==> src/rtl/div_pkg.sv <==
// Shared constants, state encoding and helpers for the multi-cycle divider.
package div_pkg;

  localparam int unsigned REG_BUS = 32;

  localparam logic [REG_BUS-1:0] ZERO_WORD  = '0;
  localparam logic               RST_ENABLE = 1'b1;

  localparam logic DIV_RESULT_READY     = 1'b1;
  localparam logic DIV_RESULT_NOT_READY = 1'b0;
  localparam logic DIV_START            = 1'b1;
  localparam logic DIV_STOP             = 1'b0;

  localparam logic [7:0] EXE_DIV_OP  = 8'b0001_1010;
  localparam logic [7:0] EXE_DIVU_OP = 8'b0001_1011;

  // One quotient bit per step; the counter runs 0..DIV_STEPS.
  localparam logic [5:0] DIV_STEPS = 6'd32;

  typedef enum logic [1:0] {
    DIV_FREE    = 2'b00,
    DIV_BY_ZERO = 2'b01,
    DIV_ON      = 2'b10,
    DIV_END     = 2'b11
  } div_state_e;

  function automatic logic [REG_BUS-1:0] neg32(input logic [REG_BUS-1:0] v);
    return ~v + {{(REG_BUS-1){1'b0}}, 1'b1};
  endfunction

endpackage

==> src/rtl/div_if.sv <==
// Request/response handshake between the EX stage (master) and the divider (slave).
interface div_if;
  import div_pkg::*;

  logic               signed_div_i;
  logic [REG_BUS-1:0] opdata1_i;
  logic [REG_BUS-1:0] opdata2_i;
  logic               start_i;
  logic               annul_i;
  logic [2*REG_BUS-1:0] result_o;
  logic               ready_o;

  modport master (
    output signed_div_i, opdata1_i, opdata2_i, start_i, annul_i,
    input  result_o, ready_o
  );

  modport slave (
    input  signed_div_i, opdata1_i, opdata2_i, start_i, annul_i,
    output result_o, ready_o
  );

endinterface

==> src/rtl/div.sv <==
// 32-bit signed/unsigned restoring divider, one quotient bit per clock.
// result = {remainder, quotient}; operands are captured when a request is accepted.
module div
  import div_pkg::*;
(
  input  logic  clk,
  input  logic  rst,
  div_if.slave  bus
);

  div_state_e state_q, state_d;

  // work = {partial remainder (64:33), dividend bits being consumed / quotient bits}
  logic [2*REG_BUS:0]   work_q, work_d;
  logic [REG_BUS-1:0]   divisor_q, divisor_d;
  logic [5:0]           cnt_q, cnt_d;
  logic                 signed_q, signed_d;
  logic                 neg_a_q, neg_a_d;
  logic                 neg_b_q, neg_b_d;
  logic [2*REG_BUS-1:0] result_q, result_d;
  logic                 ready_q, ready_d;

  logic                 neg_a_in, neg_b_in;
  logic [REG_BUS:0]     trial;
  logic [REG_BUS-1:0]   quo_fix, rem_fix;

  always_ff @(posedge clk) begin
    if (rst == RST_ENABLE) state_q <= DIV_FREE;
    else                   state_q <= state_d;
  end

  always_comb begin
    state_d = state_q;
    unique case (state_q)
      DIV_FREE: begin
        if (bus.start_i == DIV_START && !bus.annul_i)
          state_d = (bus.opdata2_i == ZERO_WORD) ? DIV_BY_ZERO : DIV_ON;
      end
      DIV_BY_ZERO: state_d = DIV_END;
      DIV_ON: begin
        if (bus.annul_i)               state_d = DIV_FREE;
        else if (cnt_q == DIV_STEPS)   state_d = DIV_END;
      end
      DIV_END: begin
        if (bus.start_i == DIV_STOP)   state_d = DIV_FREE;
      end
      default: state_d = DIV_FREE;
    endcase
  end

  assign neg_a_in = bus.signed_div_i & bus.opdata1_i[REG_BUS-1];
  assign neg_b_in = bus.signed_div_i & bus.opdata2_i[REG_BUS-1];

  // Borrow out of the 33-bit subtraction means partial remainder < divisor.
  assign trial   = {1'b0, work_q[2*REG_BUS-1:REG_BUS]} - {1'b0, divisor_q};
  assign quo_fix = (signed_q && (neg_a_q ^ neg_b_q)) ? neg32(work_q[REG_BUS-1:0])
                                                      : work_q[REG_BUS-1:0];
  assign rem_fix = (signed_q && neg_a_q) ? neg32(work_q[2*REG_BUS:REG_BUS+1])
                                         : work_q[2*REG_BUS:REG_BUS+1];

  always_comb begin
    work_d    = work_q;
    divisor_d = divisor_q;
    cnt_d     = cnt_q;
    signed_d  = signed_q;
    neg_a_d   = neg_a_q;
    neg_b_d   = neg_b_q;
    result_d  = result_q;
    ready_d   = ready_q;
    unique case (state_q)
      DIV_FREE: begin
        result_d = '0;
        ready_d  = DIV_RESULT_NOT_READY;
        if (bus.start_i == DIV_START && !bus.annul_i) begin
          cnt_d = '0;
          if (bus.opdata2_i == ZERO_WORD) begin
            work_d = '0;
          end else begin
            signed_d  = bus.signed_div_i;
            neg_a_d   = neg_a_in;
            neg_b_d   = neg_b_in;
            divisor_d = neg_b_in ? neg32(bus.opdata2_i) : bus.opdata2_i;
            work_d    = {ZERO_WORD,
                         neg_a_in ? neg32(bus.opdata1_i) : bus.opdata1_i,
                         1'b0};
          end
        end
      end
      DIV_BY_ZERO: begin
        result_d = '0;
        ready_d  = DIV_RESULT_READY;
      end
      DIV_ON: begin
        if (bus.annul_i) begin
          result_d = '0;
          ready_d  = DIV_RESULT_NOT_READY;
        end else if (cnt_q == DIV_STEPS) begin
          result_d = {rem_fix, quo_fix};
          ready_d  = DIV_RESULT_READY;
        end else begin
          cnt_d = cnt_q + 6'd1;
          if (trial[REG_BUS])
            work_d = {work_q[2*REG_BUS-1:0], 1'b0};
          else
            work_d = {trial[REG_BUS-1:0], work_q[REG_BUS-1:0], 1'b1};
        end
      end
      DIV_END: begin
        if (bus.start_i == DIV_STOP) begin
          result_d = '0;
          ready_d  = DIV_RESULT_NOT_READY;
        end
      end
      default: begin
        result_d = '0;
        ready_d  = DIV_RESULT_NOT_READY;
      end
    endcase
  end

  always_ff @(posedge clk) begin
    if (rst == RST_ENABLE) begin
      work_q    <= '0;
      divisor_q <= '0;
      cnt_q     <= '0;
      signed_q  <= 1'b0;
      neg_a_q   <= 1'b0;
      neg_b_q   <= 1'b0;
      result_q  <= '0;
      ready_q   <= DIV_RESULT_NOT_READY;
    end else begin
      work_q    <= work_d;
      divisor_q <= divisor_d;
      cnt_q     <= cnt_d;
      signed_q  <= signed_d;
      neg_a_q   <= neg_a_d;
      neg_b_q   <= neg_b_d;
      result_q  <= result_d;
      ready_q   <= ready_d;
    end
  end

  assign bus.result_o = result_q;
  assign bus.ready_o  = ready_q;

endmodule

==> src/flat_wrapper.sv <==
// flat-port wrapper written by rule: the top's interface ports become plain ports
module div_flat import div_pkg::*;
  (clk, rst, bus_signed_div_i, bus_opdata1_i, bus_opdata2_i, bus_start_i, bus_annul_i, bus_result_o, bus_ready_o);
  div_if bus_i ();
  input  logic clk;
  input  logic rst;
  input wire logic [$bits(bus_i.signed_div_i)-1:0] bus_signed_div_i;
  input wire logic [$bits(bus_i.opdata1_i)-1:0] bus_opdata1_i;
  input wire logic [$bits(bus_i.opdata2_i)-1:0] bus_opdata2_i;
  input wire logic [$bits(bus_i.start_i)-1:0] bus_start_i;
  input wire logic [$bits(bus_i.annul_i)-1:0] bus_annul_i;
  output wire logic [$bits(bus_i.result_o)-1:0] bus_result_o;
  output wire logic [$bits(bus_i.ready_o)-1:0] bus_ready_o;
  assign bus_i.signed_div_i = bus_signed_div_i;
  assign bus_i.opdata1_i = bus_opdata1_i;
  assign bus_i.opdata2_i = bus_opdata2_i;
  assign bus_i.start_i = bus_start_i;
  assign bus_i.annul_i = bus_annul_i;
  assign bus_result_o = bus_i.result_o;
  assign bus_ready_o = bus_i.ready_o;
  div u_core (.clk(clk), .rst(rst), .bus(bus_i));
endmodule
==> config.mk <==
export PLATFORM = sky130hd
export DESIGN_NAME = div_flat
export DESIGN_NICKNAME = d
export VERILOG_FILES = /design/src/rtl/div_pkg.sv /design/src/rtl/div_if.sv /design/src/rtl/div.sv /design/src/flat_wrapper.sv
export SDC_FILE = /design/constraint.sdc
export NUM_CORES = 1
export LEC_CHECK = 0
export ABC_AREA = 0
export ABC_CLOCK_PERIOD_IN_PS = 3700
export CORE_MARGIN = 1
export CORE_UTILIZATION = 40
export DETAILED_ROUTE_END_ITERATION = 8
export GPL_ROUTABILITY_DRIVEN = 0
export PLACE_DENSITY = 0.61
export SLEW_MARGIN = 20
export SYNTH_ARGS = -nofsm -noshare
export SYNTH_HDL_FRONTEND = slang
export SYNTH_SLANG_ARGS = --single-unit
==> constraint.sdc <==
create_clock -name clk -period 3.7 [get_ports clk]
set_input_delay 0.74 -clock clk [delete_from_list [all_inputs] [get_ports clk]]
set_output_delay 0.74 -clock clk [all_outputs]
set_load 0.02 [all_outputs]
==> results_dict.tcl, run 1 <==
set metrics [dict create \
    arrival_ns 3.77 \
    placed_cell_area_sq_mm 0.0128 \
    drt_pass1_iterations 5 \
    layout_commonest_cell "dfxtp_1" \
    cp_max_fo 29 \
    slew_headroom 0.409 \
    peakVddDrop_v 0.000303 \
    final_area_sq_mm 0.0134 \
    critPathLaunchType "flop" \
    r2r-start "u_core.divisor_q[4]" \
    gr-usage-all-layers 0.222 \
    cts-root-buf "clkbuf_16" \
    p_sw_frac 0.389 \
    final_util 0.496 \
    final_layout_size_suffix_gt1_frac 0.0924 \
    die_height_um 168 \
    hold_path_class "reg -> reg" \
    dr_total_vias 10300 \
    start_util 0.409 \
    grt_max_degree 49 \
    synth_nets 1520 \
    drc_errors 0 \
    ant_nets 0 \
    die_w_um 168 \
    maxCapViolations 0 \
    core_sq_mm 0.0270 \
    p_sw_mw 2.51 \
    grt_overflow_total 0 \
    synth_fa_ha_area_frac 0.0505 \
    drt_iter0_drc 706 \
    synth_area_sq_mm 0.0110 \
    rsz0062_at_grt "no" \
    fin_skew_ns 0.0139 \
    reg2reg_to "u_core.work_q[43]" \
    power.density_mw_per_mm2 481 \
    cts_inserted_buffers 17 \
    layout_min_cycle_time_ns 3.45 \
    finalSetupViolCount 0 \
    crit_type "reg -> reg" \
    synth_warnings 0 \
    status "finished clean" \
    cts.repair.resized 0 \
    p_total_mw 6.46 \
    reg2reg_depth 11 \
    num-nets-final 1636 \
    core.rowCount 60 \
    rrSetupSlack_ns 0.25 \
    cts_setup_buffers 0 \
    grt_pass1_wl_mm 50.8 \
    synth_compound_area_frac 0.250 \
    synthXorXnorAreaFrac 0.118 \
    synth_edf_count 0 \
    yosysSeqAreaShare 0.314 \
    worstSetupEndpointType "flop" \
    p_comb_frac 0.365 \
    cts_tree "built" \
    async_flop_share 0 \
    seq_power_share 0.341 \
    critPathRequiredTime_ns 4.02 \
    cp-endpoint "u_core.work_q[43]" \
    worst_pin_slew_ns 0.886 \
    fmax_ghz 0.290 \
    portBuffers 133 \
    hpwl_mm 23.4 \
    drt_wl_total_mm 30.9 \
    crit_path_start "u_core.divisor_q[4]" \
    grt_pass1_vias 9741 \
    ios 134 \
    finalCritPeriodShare 0.932 \
    clk_pin_slew_ns 0.07 \
    synthMuxAreaShare 0.00374 \
    synth_cells 1407 \
    synth_top_family_by_area "compound AO/OA/AOI/OAI gates" \
    synthDistinctLibCells 76 \
    area_growth_pct 21.5 \
    synthSimpleGateAreaFrac 0.212 \
    die_area_sq_mm 0.0283 \
    leakage_nw 5.02 \
    diodes 0 \
    wl_per_cell_um 16.5 \
    avgViaCountPerCell 5.51 \
    p_int_mw 3.94 \
    holdBufCountCts 0 \
    htreeDepth 4 \
    antenna_found_initial 0 \
    synth_flop_cell "dfxtp_1" \
    clkLatencyLatePin_ns 0.44 \
    layout_common_cells "173 x dfxtp_1, 165 x nand2_1, 155 x nor2_1" \
    drv_slew 0 \
    finalSetupTns_ns 0 \
    clock-sinks 173 \
    ys_ff_latch 173 \
    hold_violations 0 \
    clkPwrFrac 0.294 \
    clockBufferDepth 2 \
    avgSynthCellArea_sq_um 7.85 \
]
power by group through the flow:
| stage | Combinational [mW] | Sequential (mW) | Clock [mW] |
|---|---|---|---|
| after global placement | 2.31 | 2.24 | 0 |
| after detailed placement | 2.34 | 2.24 | 0 |
| after CTS | 2.35 | 2.20 | 1.93 |
| after floorplan | 1.72 | 2.20 | 0 |
| after global routing | 2.62 | 2.22 | 2.01 |
| final | 2.36 | 2.20 | 1.90 |
registers in the layout (all words and copies together), names as in the netlist:
| signal | flops |
|---|---|
| u_core.signed_q | 1 |
| u_core.bus.ready_o | 1 |
| u_core.work_q | 65 |
| u_core.cnt_q | 6 |
| u_core.divisor_q | 32 |
| u_core.bus.result_o | 64 |
| u_core.neg_a_q | 1 |
| u_core.neg_b_q | 1 |
| u_core.state_q | 2 |
worst min-delay path by stage:
stage | start | to | slack, ns | cells past startpoint
2_1_floorplan | u_core.neg_b_q | u_core.neg_b_q | 0.45 | 2
3_3_place_gp | u_core.bus.result_o[27] | u_core.bus.result_o[27] | 0.44 | 2
6_report | u_core.bus.result_o[59] | u_core.bus.result_o[59] | 0.45 | 2
3_5_place_dp | u_core.bus.result_o[59] | u_core.bus.result_o[59] | 0.44 | 2
5_1_grt | u_core.bus.result_o[59] | u_core.bus.result_o[59] | 0.47 | 2
4_1_cts | u_core.bus.result_o[59] | u_core.bus.result_o[59] | 0.45 | 2
Yosys cell counts, types with 3 or more instances:
cell | n | share of area
inv_1 | 55 | 0.019
a21oi_1 | 103 | 0.047
clkbuf_1 | 61 | 0.021
xnor2_1 | 69 | 0.055
or3_1 | 9 | 0.0051
nor2_1 | 157 | 0.053
buf_6 | 6 | 0.0061
o21a_1 | 3 | 0.0020
o211ai_1 | 6 | 0.0041
ha_1 | 43 | 0.049
a211oi_2 | 27 | 0.031
and3_1 | 6 | 0.0034
dfxtp_1 | 173 | 0.31
nand4_1 | 12 | 0.0068
nor4_2 | 3 | 0.0034
nor2b_1 | 15 | 0.0085
buf_2 | 9 | 0.0041
o21ai_0 | 83 | 0.038
a211oi_1 | 5 | 0.0034
mux2i_1 | 3 | 0.0027
nor3_1 | 31 | 0.014
buf_4 | 4 | 0.0027
nand3_1 | 41 | 0.019
nor4_1 | 11 | 0.0062
or4_1 | 5 | 0.0034
xor2_1 | 80 | 0.063
a31oi_1 | 37 | 0.021
and2_1 | 8 | 0.0045
o41ai_2 | 3 | 0.0044
nand2b_1 | 11 | 0.0062
a22o_1 | 11 | 0.0087
or4_4 | 3 | 0.0031
a32oi_1 | 6 | 0.0048
o21ai_1 | 18 | 0.0082
nand2_1 | 165 | 0.056
a22oi_1 | 35 | 0.024
o31ai_1 | 14 | 0.0095
or2_2 | 4 | 0.0023
o41ai_1 | 10 | 0.0079
a21o_1 | 15 | 0.010
o221a_2 | 3 | 0.0031
kinds of logic after synthesis:
kind of cell	count (synthesis)
compound gates	404
xor+xnor	149
fa+ha+maj	44
buf+inv	135
flops	173
mux	4
simple gates	498
critical path, stage by stage, from the launching register on:
cell	delay, ns
dfxtp_1	0.31
inv_1	0.07
ha_1	0.39
a21o_1	0.21
a21oi_1	0.27
a211oi_1	0.17
o41ai_2	0.48
nand4_1	0.26
a41oi_4	0.46
buf_4	0.37
o21ai_0	0.14
a22o_1	0.20
layer usage:
| layer | wire length, um | global-route usage | up-vias |
|---|---|---|---|
| met5 | 0 | 0 | - |
| met4 | 432 | 0.0538 | 0 |
| met3 | 1410 | 0.0317 | 33 |
| met2 | 13800 | 0.354 | 266 |
| met1 | 15200 | 0.313 | 4819 |
| li1 | - | - | 5231 |
per-stage QoR:
step	instances	hold slack, ns	setup slack, ns
global placement	1845	0.436	0.299
finish	1877	0.447	0.253
floorplan	1407	0.448	0.958
detailed placement	1845	0.440	0.201
CTS	1877	0.450	0.275
global route	1877	0.475	0.0125
final cells by class:
type	instances	area, sq um
Fill cell	2699	13600
Multi-Input combinational cell	1099	7030
Sequential cell	173	3460
Timing Repair Buffer	177	1670
Tap cell	341	427
Clock buffer	17	425
Inverter	55	206
Clock inverter	15	191
Note: power is estimated with default switching activity, not from simulation.
==> run 2: changes to the inputs <==
GPL_TIMING_DRIVEN = 0   (was default)
==> results_dict.tcl, run 2 (synthesis results as in run 1) <==
set metrics [dict create \
    arrival_ns 3.76 \
    fin_skew_ns 0.0125 \
    finalSetupViolCount 0 \
    layout_min_cycle_time_ns 3.46 \
    gr-usage-met2 0.372 \
    dp_cells 1881 \
    fmax_ghz 0.289 \
    cts-root-buf "clkbuf_16" \
    grt_pass1_wl_mm 53.3 \
    start_util 0.409 \
    leakage_nw 4.93 \
    slew_headroom 0.387 \
    hpwl_mm 26.2 \
    gr-usage-all-layers 0.238 \
    drt_pass1_iterations 5 \
    finalCritPeriodShare 0.935 \
    fin_cells 1914 \
    drt_wl_total_mm 33.2 \
    reg2reg_depth 13 \
    min-delay-start "u_core.bus.result_o[29]" \
    post-place-ws_ns -0.216 \
    die_height_um 168 \
    regMostFlops "u_core.work_q" \
    maxCapViolations 0 \
    grt_pass1_vias 9947 \
    htreeDepth 4 \
    cts_tree "built" \
    globalRouteMet1Util 0.339 \
    crit_type "in -> reg" \
    layout_commonest_cell "dfxtp_1" \
    p_total_mw 6.51 \
    worstSetupEndpointType "flop" \
    num-nets-final 1672 \
    dr_total_vias 10700 \
    core_sq_mm 0.0270 \
    ios 134 \
    grt_overflow_total 0 \
    hold_violations 0 \
    met3_usage 0.0289 \
    status "finished clean" \
    wl_per_cell_um 17.3 \
    cp-endpoint "u_core.work_q[32]" \
    core.rowCount 60 \
    reg2reg_to "u_core.work_q[64]" \
    holdBufCountCts 0 \
    antenna_found_initial 1 \
    drc_errors 0 \
    area_growth_pct 21.5 \
    grt_max_degree 19 \
    final_layout_size_suffix_gt1_frac 0.0712 \
    cts_inserted_buffers 17 \
    clock-sinks 173 \
    clk_pin_slew_ns 0.08 \
    layout_common_cells "173 x dfxtp_1, 165 x nand2_1, 156 x nor2_1" \
    critPathLaunchType "input port" \
    peakVddDrop_v 0.000276 \
    critPathRequiredTime_ns 4.00 \
    fin_ws_ns 0.239 \
    crit_path_start "bus_opdata2_i[2]" \
    power.density_mw_per_mm2 485 \
    worst_pin_slew_ns 0.913 \
    clkLatencyLatePin_ns 0.44 \
    rrSetupSlack_ns 0.30 \
    die_w_um 168 \
    die_area_sq_mm 0.0283 \
    hold_path_class "reg -> reg" \
    largest_reg_flops 65 \
    drv_slew 0 \
    rsz0062_at_grt "no" \
    portBuffers 133 \
    ant_nets 0 \
    r2r-start "u_core.work_q[32]" \
    final_util 0.496 \
    clockBufferDepth 2 \
    drt_iter0_drc 815 \
    cp_max_fo 10 \
    top_usage_layer "met2" \
    hold_depth 2 \
    avgViaCountPerCell 5.58 \
]
run 2: cell types whose count changed in the layout (fill, tap and decap cells not counted), sizes merged:
cell / delta
clkdlybuf4s50: +1
buf: -26
bufinv: -1
clkinvlp: +1
clkbuf: +62
diode: +1
inv: -1
run 2: final cells by class:
class	count	area, sq um
Fill cell	2687	13600
Multi-Input combinational cell	1099	7000
Sequential cell	173	3460
Timing Repair Buffer	133	1330
Clock buffer	18	439
Tap cell	341	427
Buffer	80	372
Inverter	55	206
Clock inverter	14	170
Antenna cell	1	2.50
run 2: stage by stage:
step / hold WS (ns) / setup TNS (ns) / instance area (sq um)
after floorplan: 0.448 / 0 / 11000
after global routing: 0.465 / 0 / 13400
after global placement: 0.439 / -8.92 / 12800
final: 0.449 / 0 / 13400
after CTS: 0.455 / 0 / 13400
after detailed placement: 0.444 / -7.35 / 12800
run 2: where the power goes:
group | switching [mW] | internal (mW) | total (mW)
Clock | 0.885 | 0.988 | 1.87
Sequential | 0.156 | 2.03 | 2.19
Combinational | 1.57 | 0.880 | 2.45
run 2: routing by layer:
layer | part of all wire | vias up
met2 | 0.44 | 301
li1 | - | 5309
met3 | 0.045 | 49
met4 | 0.022 | 0
met5 | 0 | -
met1 | 0.49 | 5028
run 2: critical path, stage by stage:
cell and delay [ns]:
clkdlybuf4s50_1 0.52, nor4_2 0.47, nand4_1 0.25, nor3b_2 0.37
nand3b_2 0.17, nor4_4 0.41, nor3_1 0.22, clkbuf_1 0.34
nand3_1 0.18, a31oi_1 0.08
run 2: how the worst min path moves through the flow:
stage                         endpoint  slack [ns]
2_1_floorplan           u_core.neg_b_q        0.45
3_3_place_gp   u_core.bus.result_o[52]        0.44
3_5_place_dp   u_core.bus.result_o[57]        0.44
4_1_cts        u_core.bus.result_o[59]        0.46
5_1_grt        u_core.bus.result_o[59]        0.47
6_report       u_core.bus.result_o[29]        0.45
run 2: repair_timing:
item,in CTS,in global routing
buffers inserted,0,0
setup endpoints to repair,0,1
gates resized for setup,0,1
